**src/rtl/conv_frame_sequencer.sv**
```systemverilog
// conv_frame_sequencer: latches frame geometry, gates the pixel streams around conv2d_3x3 and reports completion.
module conv_frame_sequencer #(
  parameter int DWIDTH  = 16,
  parameter int CNT_W   = 16,
  parameter int TIMEOUT = 4096
) (
  input  logic              sys_clk,
  input  logic              sys_rst,
  input  logic              new_frame,
  input  logic [CNT_W-1:0]  cfg_start_row,
  input  logic [CNT_W-1:0]  cfg_stop_row,
  input  logic [CNT_W-1:0]  cfg_col_num,
  input  logic [DWIDTH-1:0] s_tdata,
  input  logic              s_tvalid,
  output logic              s_tready,
  output logic [DWIDTH-1:0] k_in_tdata,
  output logic              k_in_tvalid,
  input  logic              k_in_tready,
  input  logic [DWIDTH-1:0] k_out_tdata,
  input  logic              k_out_tvalid,
  output logic              k_out_tready,
  output logic [DWIDTH-1:0] m_tdata,
  output logic              m_tvalid,
  input  logic              m_tready,
  output logic              m_tlast,
  output logic              m_tuser,
  output logic              busy,
  output logic              frame_done,
  output logic              frame_timeout,
  output logic              cfg_err,
  output logic [CNT_W-1:0]  in_row_cnt,
  output logic [CNT_W-1:0]  out_row_cnt
);
  typedef enum logic [1:0] {IDLE, FEED, DRAIN, DONE} state_t;
  localparam int WD_W = $clog2(TIMEOUT);
  state_t state;
  logic [CNT_W-1:0] rows_m1, cols_m1, in_col, out_col;
  logic [WD_W-1:0] wd;
  logic out_done, feed, open, in_hs, out_hs, in_wrap, out_wrap, in_end, out_end, bad;
  assign feed = state == FEED;
  assign open = feed || state == DRAIN;
  assign busy = open;
  assign k_in_tdata = s_tdata;
  assign k_in_tvalid = s_tvalid && feed;
  assign s_tready = k_in_tready && feed;
  assign m_tdata = k_out_tdata;
  assign m_tvalid = k_out_tvalid && open;
  assign k_out_tready = m_tready && open;
  assign in_hs = s_tvalid && s_tready;
  assign out_hs = k_out_tvalid && k_out_tready;
  assign in_wrap = in_col == cols_m1;
  assign out_wrap = out_col == cols_m1;
  assign in_end = in_hs && in_wrap && in_row_cnt == rows_m1;
  assign out_end = out_hs && out_wrap && out_row_cnt == rows_m1;
  assign m_tlast = open && out_wrap;
  assign m_tuser = open && out_row_cnt == '0 && out_col == '0;
  assign bad = cfg_stop_row <= cfg_start_row || cfg_col_num == '0;
  always_ff @(posedge sys_clk) begin
    if (sys_rst) begin
      state <= IDLE;
      rows_m1 <= '0;
      cols_m1 <= '0;
      in_col <= '0;
      out_col <= '0;
      in_row_cnt <= '0;
      out_row_cnt <= '0;
      wd <= '0;
      out_done <= 1'b0;
      frame_done <= 1'b0;
      frame_timeout <= 1'b0;
      cfg_err <= 1'b0;
    end else begin
      frame_done <= 1'b0;
      frame_timeout <= 1'b0;
      cfg_err <= 1'b0;
      if (in_hs) begin
        in_col <= in_wrap ? '0 : in_col + CNT_W'(1);
        if (in_wrap) in_row_cnt <= in_row_cnt + CNT_W'(1);
      end
      if (out_hs) begin
        out_col <= out_wrap ? '0 : out_col + CNT_W'(1);
        if (out_wrap) out_row_cnt <= out_row_cnt + CNT_W'(1);
      end
      wd <= (state == DRAIN && !out_hs) ? wd + WD_W'(1) : '0;
      case (state)
        IDLE: if (new_frame) begin
          rows_m1 <= cfg_stop_row - cfg_start_row - CNT_W'(1);
          cols_m1 <= cfg_col_num - CNT_W'(1);
          cfg_err <= bad;
          if (!bad) begin
            state <= FEED;
            in_col <= '0;
            out_col <= '0;
            in_row_cnt <= '0;
            out_row_cnt <= '0;
            out_done <= 1'b0;
          end
        end
        FEED: if (in_end) begin
          state <= (out_done || out_end) ? DONE : DRAIN;
          frame_done <= out_done || out_end;
        end else if (out_end) out_done <= 1'b1;
        // watchdog fires on the edge where the idle count reaches TIMEOUT-1
        DRAIN: if (out_end) begin
          state <= DONE;
          frame_done <= 1'b1;
        end else if (!out_hs && wd == WD_W'(TIMEOUT - 2)) begin
          state <= DONE;
          frame_timeout <= 1'b1;
        end
        DONE: state <= IDLE;
        default: state <= IDLE;
      endcase
    end
  end
endmodule

```
**config.mk**
```make
export PLATFORM = sky130hd
export DESIGN_NAME = conv_frame_sequencer
export DESIGN_NICKNAME = d
export VERILOG_FILES = /design/src/rtl/conv_frame_sequencer.sv
export SDC_FILE = /design/constraint.sdc
export NUM_CORES = 1
export LEC_CHECK = 0
export CAP_MARGIN = 10
export CORE_MARGIN = 2
export CORE_UTILIZATION = 46
export DETAILED_ROUTE_END_ITERATION = 7
export PLACE_DENSITY = 0.77
export SETUP_SLACK_MARGIN = 0.2
export SKIP_CTS_REPAIR_TIMING = 1
export SKIP_LAST_GASP = 1
export SYNTH_ARGS = -nofsm -noshare
export SYNTH_HDL_FRONTEND = slang
export SYNTH_SLANG_ARGS = --single-unit
export TNS_END_PERCENT = 5
```
**constraint.sdc**
```tcl
create_clock -name sys_clk -period 2.93 [get_ports sys_clk]
set_input_delay 0.7325 -clock sys_clk [delete_from_list [all_inputs] [get_ports sys_clk]]
set_output_delay 0.7325 -clock sys_clk [all_outputs]
set_load 0.005 [all_outputs]
```
==> summary.md, run 1 <==
| Metric | Value |
|---|---|
| Unrepaired setup endpoints after global routing | `true` |
| Slew @ Worst Pin | `roughly 0.49 ns` |
| GP Congestion | `just over 0.9` |
| Setup crit start kind | `primary input` |
| Met3 usage | `0.0530` |
| FFs w/ async S/R, synth | `0` |
| CTS sink cnt | `about 110` |
| Crit Path Class | `primary input to flip-flop` |
| Layout cells sized above 1 | `0.141` |
| Post-DP HPWL | `~13000 um` |
| Clock slew at reported path FFs | `roughly 0.06 ns` |
| Routed wire per std cell | `between 15 and 20 um` |
| Chip height | `~130 um` |
| Cells after Synth | `about 870` |
| Pre-Repair DR Iteration Count | `5` |
| Worst-Skew Late Latency | `roughly 0.43 ns` |
| Chip width | `roughly 130 um` |
| Pwr/cell area | `approximately 620 nW/um^2` |
| Max-cap violations | `0` |
| Multi-input logic area | `4370 um^2` |
| Avg Vias per Cell | `roughly 5.5` |
| Deepest level of the CTS H-tree | `4` |
| Endpoints failing setup | `0` |
| Synth warn | `0` |
| Final Skew | `roughly 0.0066 ns` |
| Min Tclk post-route | `roughly 2.8 ns` |
| Post-route antenna net violation count | `0` |
| Synthesized area | `approximately 7100 um^2` |
| DRT iter0 DRCs | `449` |
| Initial Util | `0.468` |
| Period utilization | `0.966` |
| Largest net degree at the start of global routing | `48` |
| Largest fanout on the critical path | `3` |
| PortBufs | `between 90 and 100` |
| CP peak stage delay | `between 0.5 and 0.6 ns` |
| Most Crowded Layer GR | `met2` |
| Sequential area share after synthesis | `0.323` |
| Max Buffers Root-to-Sink | `2` |
| GRT Total Usage | `0.222` |
| Placed instance area | `around 8500 um^2` |
| Max frequency | `about 0.35 GHz` |
| CTS tree | `built` |
| Row cnt | `45` |
| Critical Path End Type | `flip-flop` |
| Syn avg cell area | `between 8 and 9 um^2` |
| Vias in the first global route | `6043` |
| Largest cells by area after synthesis | `dfxtp_1 (32%), xor2_1 (9.4%), xnor2_1 (6.4%)` |
| Top-area cell type share of the netlist area | `0.323` |
| Met1 GRT Util | `0.298` |
| Diodes inserted | `0` |
| Vias | `roughly 6600` |
| First-pass GRT wire length | `~29000 um` |
| Max Slew Vio Count | `0` |
| Final WL | `between 15000 and 20000 um` |
| Flip-flop and latch area | `around 2300 um^2` |
| # IOs | `between 150 and 200` |
| Final hold violations | `0` |
| DIE AREA | `approximately 16000 um^2` |
| CP max stage cell | `or4_4` |
| Slew HR | `0.673` |
| Ordered list of cells on the worst path | `clkdlybuf4s50_1 > inv_1 > ha_4 > nand3_1 > or4_4 > a21oi_2 > o31ai_1 > a211o_1 > a2111oi_2` |
| LEAKAGE | `roughly 3.7 nW` |
| Final Cell Area | `9280 um^2` |
| Met2 Usage GRT | `0.350` |
| Prevailing post-synth register cell | `dfxtp_1` |
| Core Box Area | `15100 um^2` |
| Outcome | `finished clean` |
| # fillers | `about 1300` |
| CTS Buf Count | `17` |
| Most common cell after layout, fill and taps aside | `dfxtp_1` |
| Worst reg2reg path depth | `7` |
| Critical Path AT | `3.16 ns` |
| Min-Delay Path Class | `flip-flop to flip-flop` |
| Area leader, netlist | `dfxtp_1` |
| Post-synth EDFFs | `0` |
| Setup tns final | `0 ns` |
| Syn nets | `between 900 and 1000` |
| Synth cell types | `60` |
| Area delta synth->final | `31.3%` |
| Commonest non-fill, non-tap cells in the layout | `dfxtp_1 (108), nor2_1 (95), clkdlybuf4s50_1 (93), xor2_1 (76), nand2_1 (67)` |
| Root Buffer | `clkbuf_16` |
| Overflow after GRT | `0` |
| CP required | `~3.3 ns` |
| Number of remaining DRC errors | `0` |
| Initial antenna violation count | `0` |
| #FFs+latches synth | `between 100 and 150` |
| Worst vdd ir | `~470 uV` |
| Hold Crit Depth | `2` |
| Nets@finish | `1112` |
==> path summary, 6_finish.rpt <==
kind	startpoint	end	slack (ns)
worst min register to register	wd[11]	frame_timeout	0.50
worst max register to register	cols_m1[13]	out_row_cnt[15]	0.37
worst max-delay path	cfg_start_row[13]	out_done	0.10
worst min-delay path	wd[11]	frame_timeout	0.50
==> through the flow <==
step / hold WS (ns) / power [W] / utilization / setup slack [ns] / cells
finish: 0.500 / 0.00573 / 0.615 / 0.101 / 1195
global route: 0.530 / 0.00597 / 0.615 / -0.0448 / 1195
CTS: 0.484 / 0.00565 / 0.608 / -0.203 / 1192
detailed placement: 0.476 / 0.00329 / 0.563 / -0.367 / 1160
global placement: 0.469 / 0.00325 / 0.563 / -0.274 / 1160
floorplan: 0.447 / 0.00274 / - / 0.174 / 869
==> area by class of cell <==
cell class / instances / area share
multi-input combinational: 650 / 0.471
sequential: 114 / 0.247
timing repair buffer: 166 / 0.166
clock inverter: 14 / 0.0253
clock buffer: 18 / 0.0473
tap: 188 / 0.0253
inverter: 45 / 0.0182
==> sequential cells by signal (all words and copies together) (netlist names), 2 cells and up <==
| name | cells |
|---|---|
| out_col | 16 |
| wd | 12 |
| out_row_cnt | 16 |
| in_col | 16 |
| in_row_cnt | 16 |
| cols_m1 | 16 |
| state | 2 |
| rows_m1 | 16 |
==> metal layers <==
metal	wire length (um)	vias to the layer above
met4	298	0
met5	0	-
met1	8390	3058
met3	1200	34
li1	-	3281
met2	8080	215
==> critical path, delay by kind of cell <==
family | cells | cell delay, ns
simple gates | 2 | 0.69
buf+inv | 2 | 0.52
compound gates | 4 | 0.95
fa+ha+maj | 1 | 0.26
==> report_power, final <==
| part | switching, W | internal (W) |
|---|---|---|
| sequential | 0.000174 | 0.00168 |
| combinational | 0.000775 | 0.000740 |
| clock | 0.000749 | 0.00161 |
| total | 0.00170 | 0.00403 |
==> Yosys cell counts, types with 19 or more instances <==
master,n
dfxtp_1,114
nor2_1,95
xor2_1,76
nand2_1,67
xnor2_1,52
a21oi_1,49
inv_1,44
nand3_1,36
buf_4,32
ha_1,30
clkbuf_1,24
nand4_1,24
nor4_1,21
o21ai_0,21
or3_1,19
==> logic make-up (layout without fill, tap and decap cells) <==
family          after synthesis  after routing  synth area share
fa+ha+maj                    31             31            0.0559
compound gates              143            143             0.134
flops                       114            114             0.323
simple gates                345            345             0.248
mux                           3              3           0.00425
buf+inv                     105            243            0.0759
xor+xnor                    128            128             0.159
Power figures use the tool's default switching activity.
==> inputs of run 2 (changes only) <==
==> constraint.sdc (replaced) <==
create_clock -name sys_clk -period 2.6 [get_ports sys_clk]
set_input_delay 0.65 -clock sys_clk [delete_from_list [all_inputs] [get_ports sys_clk]]
set_output_delay 0.65 -clock sys_clk [all_outputs]
set_load 0.005 [all_outputs]
==> summary.md, run 2 (synthesis gave the netlist of run 1 again) <==
| Metric | Value |
|---|---|
| Chip height | `128 um (unchanged)` |
| Crit Path Class | `flip-flop to output pin (was primary input to flip-flop)` |
| Slew @ Worst Pin | `0.527 ns (was 0.489 ns)` |
| CTS Buf Count | `17 (unchanged)` |
| CTS sink cnt | `114 (unchanged)` |
| DIE AREA | `16400 um^2 (unchanged)` |
| Chip width | `128 um (unchanged)` |
| Fin util | `0.659 (was 0.615)` |
| CTS tree | `built (unchanged)` |
| PortBufs | `96 (unchanged)` |
| Routed wire per std cell | `15.0 um (about the same)` |
| Worst vdd ir | `633 uV (was 472 uV)` |
| Largest net degree at the start of global routing | `33 (was 48)` |
| Post-DP HPWL | `14000 um (was 13400 um)` |
| Max frequency | `about 0.4 GHz` |
| Commonest non-fill, non-tap cells in the layout | `buf_4 (123), dfxtp_1 (106), nor2_1 (94), xor2_1 (76), nand2_1 (66) (was dfxtp_1 (108), nor2_1 (95), clkdlybuf4s50_1 (93), xor2_1 (76), nand2_1 (67))` |
| Initial Util | `0.468 (unchanged)` |
| Slew HR | `0.648 (was 0.673)` |
| Layout cells sized above 1 | `0.232 (was 0.141)` |
| Vias | `6821 (was 6588)` |
| Worst-Skew Late Latency | `0.42 ns (was 0.43 ns)` |
| Outcome | `finished clean (unchanged)` |
| Setup crit start kind | `flip-flop (was primary input)` |
| Overflow after GRT | `0 (unchanged)` |
| Max Slew Vio Count | `0 (unchanged)` |
| Critical Path AT | `1.87 ns (was 3.16 ns)` |
| Avg Vias per Cell | `5.45 (was 5.51)` |
| Largest fanout on the critical path | `6 (was 3)` |
| Post-route antenna net violation count | `0 (unchanged)` |
| Area delta synth->final | `40.7% (was 31.3%)` |
| Nets@finish | `1168 (was 1112)` |
| Endpoints failing setup | `0 (unchanged)` |
| GP Congestion | `0.886 (was 0.905)` |
| Min-Delay Path Class | `flip-flop to flip-flop (unchanged)` |
| Max Buffers Root-to-Sink | `2 (unchanged)` |
| Final Skew | `0.00719 ns (was 0.00657 ns)` |
| Diodes inserted | `0 (unchanged)` |
| First-pass GRT wire length | `30300 um (was 29100 um)` |
| Period utilization | `0.970` |
| Pwr/cell area | `629 nW/um^2 (was 617 nW/um^2)` |
| Tot Pwr | `0.00625 W (was 0.00573 W)` |
| Pre-Repair DR Iteration Count | `6 (was 5)` |
| Number of remaining DRC errors | `0 (unchanged)` |
| Critical Path End Type | `output pin (was flip-flop)` |
| CP required | `1.95 ns (was 3.26 ns)` |
| Final hold violations | `0 (unchanged)` |
| Unrepaired setup endpoints after global routing | `true (unchanged)` |
| Clock slew at reported path FFs | `0.06 ns (about the same)` |
| GRT Total Usage | `0.230 (was 0.222)` |
| DRT iter0 DRCs | `626 (was 449)` |
| Vias in the first global route | `6424 (was 6043)` |
| Root Buffer | `clkbuf_16 (unchanged)` |
| Core Box Area | `15100 um^2 (unchanged)` |
| LEAKAGE | `4.15 nW (was 3.68 nW)` |
| Initial antenna violation count | `0 (unchanged)` |
| Min Tclk post-route | `~2.5 ns` |
| Row cnt | `45 (unchanged)` |
| Final WL | `18800 um (was 18000 um)` |
| Most common cell after layout, fill and taps aside | `buf_4 (was dfxtp_1)` |
| # IOs | `161 (unchanged)` |
| Deepest level of the CTS H-tree | `4 (unchanged)` |
| Max-cap violations | `0 (unchanged)` |
[run 2: cell types whose count changed in the layout (fill, tap and decap cells not counted), moves of 3 or more]
cell / previous run / this run
nand3_1: 36 / 33
ha_1: 25 / 13
a21oi_1: 46 / 43
inv_2: 0 / 13
buf_4: 66 / 123
clkdlybuf4s50_1: 93 / 64
inv_1: 44 / 29
bufinv_16: 6 / 2
ha_4: 4 / 16
clkinv_4: 2 / 5
a21oi_2: 1 / 4
dlymetal6s2s_1: 3 / 31
[run 2: final timing paths]
kind | slack, ns | to | cells past startpoint | start
max reg2reg | 0.12 | out_done | 7 | out_col[3]
max | 0.08 | s_tready | 5 | state[1]
min reg2reg | 0.50 | frame_done | 2 | out_done
min | 0.50 | frame_done | 2 | out_done
[run 2: worst max-delay path, cell delays in order, from the launching register on]
cell and delay (ns):
dfxtp_4 0.36, inv_2 0.09, ha_1 0.21, buf_4 0.17, and2_1 0.13, clkdlybuf4s50_1 0.49
[run 2: area by class of cell]
type                            count  area, um^2
Fill cell                        1170        5150
Multi-Input combinational cell    650        4620
Sequential cell                   114        2300
Timing Repair Buffer              222        2030
Clock buffer                       17         425
Tap cell                          188         235
Inverter                           45         179
Clock inverter                     15         161
[run 2: where the power goes]
part	leakage (nW)	total (W)	switching (W)	internal, W
Sequential	0.929	0.00208	0.000187	0.00190
Clock	0.276	0.00229	0.000878	0.00141
Combinational	2.95	0.00188	0.000943	0.000932
[run 2: per-layer routing]
layer | global-route usage | up-vias | part of all wire
met4 | 0.0834 | 0 | 0.020
met3 | 0.0492 | 32 | 0.059
li1 | - | 3393 | -
met5 | 0 | - | 0
met1 | 0.314 | 3154 | 0.47
met2 | 0.360 | 242 | 0.45
[run 2: metrics by stage]
step	setup TNS (ns)	hold slack [ns]	setup WS, ns	instances	cell area, um^2
final	0	0.500	0.0790	1251	9940
after global routing	0	0.517	0.0174	1251	9940
after CTS	-10.78	0.495	-0.386	1247	9620
after detailed placement	-42.59	0.485	-0.632	1215	9030
after global placement	-39.99	0.466	-0.573	1215	9030
after floorplan	0	0.447	0.0715	869	7290
